[src/rtl/board_writer.sv]
// Tic-tac-toe board-state writer: accepts one move per handshake,
// validates it against the board, writes legal moves and alternates turns.
module board_writer (
    input  logic       clock,
    input  logic       reset,
    input  logic       new_game,
    input  logic       move_valid,
    input  logic [3:0] move_pos,
    input  logic       game_over,
    output logic       move_ready,
    output logic       move_accepted,
    output logic       illegal_move,
    output logic       turn,
    output logic [3:0] move_count,
    output logic [1:0] pos1,
    output logic [1:0] pos2,
    output logic [1:0] pos3,
    output logic [1:0] pos4,
    output logic [1:0] pos5,
    output logic [1:0] pos6,
    output logic [1:0] pos7,
    output logic [1:0] pos8,
    output logic [1:0] pos9
);

    typedef enum logic [1:0] {
        PLAY_X = 2'd0,
        PLAY_O = 2'd1,
        DONE   = 2'd2
    } state_t;

    state_t     r_state;
    state_t     w_next;
    logic [1:0] r_board [9];
    logic [3:0] r_count;
    logic       r_turn;
    logic       r_acc;
    logic       r_ill;

    logic       w_in_range;
    logic [1:0] w_cell;
    logic       w_legal;
    logic       w_write;
    logic       w_reject;
    logic [1:0] w_mark;

    // Look up the addressed cell; out-of-range positions read as occupied-free
    // but are rejected by the range check anyway.
    always_comb begin
        w_in_range = (move_pos >= 4'd1) && (move_pos <= 4'd9);
        w_cell     = 2'b00;
        for (int i = 0; i < 9; i++) begin
            if (move_pos == 4'(i + 1)) begin
                w_cell = r_board[i];
            end
        end
        w_legal = w_in_range && (w_cell == 2'b00);
        w_mark  = (r_state == PLAY_O) ? 2'b10 : 2'b01;
    end

    // Next-state and handshake decode: new_game beats game_over beats a move.
    always_comb begin
        w_next     = r_state;
        w_write    = 1'b0;
        w_reject   = 1'b0;
        move_ready = 1'b0;
        unique case (r_state)
            PLAY_X, PLAY_O: begin
                move_ready = 1'b1;
                if (new_game) begin
                    w_next = PLAY_X;
                end else if (game_over) begin
                    w_next = DONE;
                end else if (move_valid) begin
                    if (w_legal) begin
                        w_write = 1'b1;
                        if (r_count == 4'd8) begin
                            w_next = DONE;
                        end else if (r_state == PLAY_X) begin
                            w_next = PLAY_O;
                        end else begin
                            w_next = PLAY_X;
                        end
                    end else begin
                        w_reject = 1'b1;
                    end
                end
            end
            DONE: begin
                if (new_game) begin
                    w_next = PLAY_X;
                end
            end
            default: begin
                w_next = PLAY_X;
            end
        endcase
    end

    // State register.
    always_ff @(posedge clock or posedge reset) begin
        if (reset) begin
            r_state <= PLAY_X;
        end else begin
            r_state <= w_next;
        end
    end

    // Cell registers: cleared on new_game, written once by a legal move.
    always_ff @(posedge clock or posedge reset) begin
        if (reset) begin
            for (int i = 0; i < 9; i++) begin
                r_board[i] <= 2'b00;
            end
        end else if (new_game) begin
            for (int i = 0; i < 9; i++) begin
                r_board[i] <= 2'b00;
            end
        end else if (w_write) begin
            for (int i = 0; i < 9; i++) begin
                if (move_pos == 4'(i + 1)) begin
                    r_board[i] <= w_mark;
                end
            end
        end
    end

    // Move counter.
    always_ff @(posedge clock or posedge reset) begin
        if (reset) begin
            r_count <= 4'd0;
        end else if (new_game) begin
            r_count <= 4'd0;
        end else if (w_write) begin
            r_count <= r_count + 4'd1;
        end
    end

    // Turn follows the PLAY state and holds its last value through DONE.
    always_ff @(posedge clock or posedge reset) begin
        if (reset) begin
            r_turn <= 1'b0;
        end else if (w_next == PLAY_O) begin
            r_turn <= 1'b1;
        end else if (w_next == PLAY_X) begin
            r_turn <= 1'b0;
        end
    end

    // One-cycle result pulses.
    always_ff @(posedge clock or posedge reset) begin
        if (reset) begin
            r_acc <= 1'b0;
            r_ill <= 1'b0;
        end else begin
            r_acc <= w_write;
            r_ill <= w_reject;
        end
    end

    assign move_accepted = r_acc;
    assign illegal_move  = r_ill;
    assign turn          = r_turn;
    assign move_count    = r_count;
    assign pos1          = r_board[0];
    assign pos2          = r_board[1];
    assign pos3          = r_board[2];
    assign pos4          = r_board[3];
    assign pos5          = r_board[4];
    assign pos6          = r_board[5];
    assign pos7          = r_board[6];
    assign pos8          = r_board[7];
    assign pos9          = r_board[8];

endmodule

[config.mk]
export PLATFORM = sky130hd
export DESIGN_NAME = board_writer
export DESIGN_NICKNAME = d
export VERILOG_FILES = /design/src/rtl/board_writer.sv
export SDC_FILE = /design/constraint.sdc
export NUM_CORES = 1
export LEC_CHECK = 0
export BUFFER_PORTS_ARGS = -buffer_cell sky130_fd_sc_hd__clkbuf_2
export CORE_AREA = 3 3 70 52
export DETAILED_ROUTE_END_ITERATION = 10
export DIE_AREA = 0 0 73 55
export PLACE_DENSITY = 0.73
export SYNTH_ARGS = -nofsm -noshare
export SYNTH_HDL_FRONTEND = slang
export SYNTH_SLANG_ARGS = --single-unit
[constraint.sdc]
create_clock -name clock -period 1.75 [get_ports clock]
set_clock_uncertainty 0.2 [all_clocks]
set_input_delay 0.0875 -clock clock [delete_from_list [all_inputs] [get_ports clock]]
set_output_delay 0.0875 -clock clock [all_outputs]
set_load 0.01 [all_outputs]
# Word-level counts from Yosys, hierarchy flattened
# Cells that the tools add are included.
[word_totals] ff_bits=27 input_bits=9
[op_classes] eq_ne=13 add_sub_neg=1 n_mux=44 reduce_logical=26 magnitude_cmp=2
[op_table] cell="$mux 2" count=25
[op_table] cell="$mux 18" count=2
[op_table] cell="$reduce_bool 2->1" count=11
[op_table] cell="$reduce_and 2->1" count=9
[op_table] cell="$eq 4x3->1 const B" count=4
[op_table] cell="$mux 1" count=14
[op_table] cell="$eq 4x4->1 const B" count=3
[op_table] cell="$eq 4x2->1 const B" count=2
[op_table] cell="$mux 4" count=2
[op_table] cell="$logic_not 2->1" count=3
[op_table] cell="$add 4x1->4 const B" count=1
[op_table] cell="$eq 2x1->1 const B" count=2
[op_table] cell="$eq 4x1->1 const B" count=1
[op_table] cell="$ge 4x1->1 const B" count=1
[op_table] cell="$le 4x4->1 const B" count=1
[op_table] cell="$pmux 2 s2" count=1
[op_table] cell="$eq 2x2->1 const B" count=1
[op_table] cell="$logic_and 1x1->1" count=2
[op_table] cell="$reduce_or 2->1" count=1

# Longest topological paths before layout
[logic_depth] word_depth=20 ltp_mapped=8 ltp_nobuf=6

# Least setup slack after synthesis
# Ideal clock, no wire load.
[synth_path] path_type="reg2reg" startpoint="reg r_board, in the netlist pos2[0]" endpoint="reg r_board, in the netlist pos6[0]" arrival_time_ns=1.692 synth_period_minus_slack_ns=2.023 n_path_buf=1 path_slack_ns=-0.273 required_ns=1.418 stages_incl_launch_ff=8 cell_sequence="dfrtp_1 -> nor3_1 -> or4_4 -> o32ai_4 -> a211oi_2 -> buf_4 -> a41oi_2 -> nor2_1"
[synth_via] elab_chain_len=17
[synth_lines] element="start: declaration" line="34" rtl="logic [1:0] r_board [9];"
[synth_lines] element="start signal: indexed assignment" line="122" rtl="r_board[i] <= w_mark;"
[synth_lines] element="$mux 2 (8 in a row)" line="53" rtl="if (move_pos == 4'(i + 1)) begin"
[synth_lines] element="$logic_not 2->1" line="57" rtl="w_legal = w_in_range && (w_cell == 2'b00);"
[synth_lines] element="$logic_and 1x1->1" line="57"
[synth_lines] element="$mux 1" line="75" rtl="if (w_legal) begin"
[synth_lines] element="$mux 1" line="74" rtl="end else if (move_valid) begin"
[synth_lines] element="$mux 1" line="72" rtl="end else if (game_over) begin"
[synth_lines] element="$mux 1" line="70" rtl="if (new_game) begin"
[synth_lines] element="$mux 1" line="67" rtl="unique case (r_state)"
[synth_lines] element="$reduce_bool 2->1 (no line)"
[synth_lines] element="$reduce_and 2->1 (no line)"
# Every way passes these cells.
# A chain may end at the register's enable or synchronous reset.

# Worst setup path in the final report
[layout_path] startpoint="reg r_board, in the netlist pos2[0]" endpoint="reg r_board, in the netlist pos1[0]"
# Same word-level chain as after synthesis.

==> flow_metrics.env <==
export IMPL_tightest_slew_ps=481
export IMPL_wire_per_inst_um=15.7
export IMPL_violations_in_the_final_reports="negative setup slack"
export IMPL_commonest_register_cell_after_synthesis="sky130_fd_sc_hd__dfrtp_1"
export IMPL_grt_pass1_wl_um=6480
export IMPL_synth_nets=154
export IMPL_number_of_global_route_vias_before_repair=1376
export IMPL_cp_required_ps=1710
export IMPL_globalRoute_busiestLayer="met2"
export IMPL_cp_max_fo=20
export IMPL_hold_worst_slack_ps=49.2
export IMPL_tritoncts_num_buffers=3
export IMPL_num_rows=17
export IMPL_netlist_top_cells_count="32 x sky130_fd_sc_hd__nor2_1, 27 x sky130_fd_sc_hd__dfrtp_1, 11 x sky130_fd_sc_hd__a41oi_1"
export IMPL_timing_rr_end="pos1[0]"
export IMPL_clkTransAtPathRegs_ps=90
export IMPL_syn_avg_cell_area_um2=9.83
export IMPL_ys_async_sr_fraction=1.00
export IMPL_ant_nets=0
export IMPL_cp_slowest_stage_delay_ps=430
export IMPL_post_place_ws_ps=-288
export IMPL_worst_skew_pair_late_latency_ps=280
export IMPL_total_leakage_power_nw=1.04
export IMPL_element_type_at_the_critical_path_end="flip-flop"
export IMPL_areaGrowthSynthToFinish_pct=54.9
export IMPL_netlist_cell_type_count=38
export IMPL_rsz0062_at_grt="true"
export IMPL_antenna_cells_inserted=0
export IMPL_critical_path_cell_sequence="nor3_1 > or4_4 > o32ai_4 > a211oi_4 > buf_12 > a41oi_1 > nor2_1"
export IMPL_max_cap_violations=0
export IMPL_final_clock_period_utilization_by_the_worst_path=1.15
export IMPL_fill_cells=208
export IMPL_arr_time_crit_path_ps=1970
export IMPL_yosysWarnings=0
export IMPL_numPortBuffers=34
export IMPL_hpwl_um=2730
export IMPL_place_inst=251
export IMPL_timing_slew_headroom=0.678
export IMPL_worst_r2r_setup_slack_ps=-260
export IMPL_report_final_setup_viol=26
export IMPL_drv_slew=0
export IMPL_design_core_area_mm2=0.00308
export IMPL_cts_max_level=1
export IMPL_grt_overflow_total=0
export IMPL_total_power_mw=1.21
export IMPL_ff2ff_path_depth=7
export IMPL_grt_met1_usage=0.263
export IMPL_layout_min_cycle_time_ps=2010
export IMPL_synth_top_area_frac=0.481
export IMPL_die_height_um=55
export IMPL_biggest_area_contributors_in_the_synthesized_netlist="sky130_fd_sc_hd__dfrtp_1 48%, sky130_fd_sc_hd__nor2_1 8.5%, sky130_fd_sc_hd__a41oi_1 6.9%"
export IMPL_synth_cell_area_mm2=0.00141
export IMPL_floorplan_die_width_um=73
export IMPL_cts_buffer_depth=2
export IMPL_detailroute_via_count=1429
export IMPL_grtUsageTotal=0.219
export IMPL_start_util=0.456
export IMPL_run_status="finished, violations left"
export IMPL_p_per_area_mw_per_mm2=557
export IMPL_grtUsageMet3=0.0505
export IMPL_drc=0
export IMPL_ir_worst_vdd_mv=0.433
export IMPL_setup_slack_ps=-256
export IMPL_clock_sink_count=27
export IMPL_crit_reg2reg_launch="pos2[0]"
export IMPL_detailed_place_area_mm2=0.00198
export IMPL_detail_route_vias_per_cell=5.48
export IMPL_timing_critical_path_to="pos1[0]"
export IMPL_max_freq_ghz=0.498
export IMPL_criticalPathCategory="reg -> reg"
export IMPL_clockRootBuffer="sky130_fd_sc_hd__clkbuf_8"
export IMPL_grt_antenna_before_repair=0
export IMPL_syn_inst=143
export IMPL_final_hold_violation_count=0
export IMPL_final_design_area_no_fill_mm2=0.00218
export IMPL_drt_initial_drc_count=60
export IMPL_worstHoldPathType="in -> reg"
export IMPL_grt_start_max_net_pins=28
export IMPL_synth_seq_cells=27
export IMPL_synth_edff_count=0
export IMPL_startpoint_type="flip-flop"
export IMPL_detailed_routing_iterations_pass_1=4
export IMPL_gp_congestion=0.843
export IMPL_worst_setup_path_startpoint="pos2[0]"
export IMPL_routed_wirelength_um=4090
export IMPL_fin_nets=235
export IMPL_synth_top_area_cell="sky130_fd_sc_hd__dfrtp_1"
export IMPL_tritoncts_clock_tree="done"
export IMPL_ios=35
export IMPL_dieArea_mm2=0.00402
export IMPL_yosysMostFrequentCell="sky130_fd_sc_hd__nor2_1"
export IMPL_groute_layer_met2_usage=0.387
export IMPL_layoutNonFillerInstCount=261
export IMPL_cp_slowest_cell="sky130_fd_sc_hd__or4_4"
export IMPL_proportion_of_layout_cells_with_a_drive_suffix_above_1=0.502
export IMPL_synth_yosys_seq_area_share=0.481
## kinds of logic after synthesis
group,count (synthesis),share of synthesized area
fa+ha+maj,2,0.0178
xor+xnor,1,0.00623
buf+inv,14,0.0516
compound gates,34,0.220
mux,1,0.00712
flops,27,0.481
simple gates,64,0.216
## power by group
part           switching (mW)  internal [mW]
Sequential            0.00351          0.630
Clock                   0.197          0.164
Combinational           0.125         0.0949
Total                   0.325          0.888
## final cells by class
type                            instances  area, um2  share of cell area
Sequential cell                        27        676               0.310
Inverter                                5       18.8             0.00862
Multi-Input combinational cell        102        810               0.372
Tap cell                               38       47.5              0.0218
Timing Repair Buffer                   85        581               0.267
Clock buffer                            4       45.0              0.0207
## routing by layer
layer	vias to the layer above	wire, um
met5	-	0
met4	0	46
met3	7	182
met2	38	2080
met1	707	1790
li1	677	-
## state kept, by name, indices dropped and copies added (netlist names)
name           cells
move_count         4
pos1               2
pos2               2
pos3               2
pos4               2
pos5               2
pos6               2
pos7               2
pos8               2
pos9               2
r_state            2
illegal_move       1
move_accepted      1
turn               1
## worst min-delay path by stage
stage	startpoint	end	slack, ps	depth (start not counted)
after floorplan	reset	illegal_move	-60	1
after global placement	reset	move_count[0]	-70	3
after detailed placement	reset	pos5[0]	-50	3
after CTS	game_over	r_state[0]	30	5
after global routing	game_over	move_accepted	60	4
final	game_over	r_state[0]	50	5
## critical path: cells and delay by family, from the launching register on
kind	cells	cell delay, ps
AND/OR/NAND/NOR	3	540
flip-flops	1	350
AO/OA/AOI/OAI	3	620
buffers and inverters	1	180
## timing repair
action / in CTS / in global routing
resized for setup: 9 / 7
hold endpoints to repair: 31 / 0
hold buffers: 3 / 0
setup buffers: 0 / 3
endpoints found under the setup margin: 27 / 27
pin swaps: 5 / 6
## through the flow
| step | setup TNS [ps] | util |
|---|---|---|
| floorplan | -5460 | - |
| global placement | -4490 | 0.642 |
| detailed placement | -5920 | 0.642 |
| CTS | -5000 | 0.686 |
| global route | -6730 | 0.706 |
| finish | -5320 | 0.706 |
## cell usage in the layout, fill, tap and decap left out, types with 2 or more instances in the layout
cell and count:
sky130_fd_sc_hd__and3_1 2, sky130_fd_sc_hd__dlygate4sd3_1 3, sky130_fd_sc_hd__clkbuf_8 3, sky130_fd_sc_hd__clkbuf_2 34, sky130_fd_sc_hd__a41oi_1 2, sky130_fd_sc_hd__a211oi_4 2, sky130_fd_sc_hd__nor2_2 2, sky130_fd_sc_hd__nor3_1 7
sky130_fd_sc_hd__a21o_1 2, sky130_fd_sc_hd__buf_4 45, sky130_fd_sc_hd__inv_1 5, sky130_fd_sc_hd__nor2b_1 4, sky130_fd_sc_hd__dfrtp_1 27, sky130_fd_sc_hd__a31oi_1 6, sky130_fd_sc_hd__nor2_1 31, sky130_fd_sc_hd__nand2b_1 2
sky130_fd_sc_hd__nand2_1 7, sky130_fd_sc_hd__ha_1 2, sky130_fd_sc_hd__a41oi_2 10, sky130_fd_sc_hd__buf_6 2
Note: power is estimated with default switching activity, not from simulation.
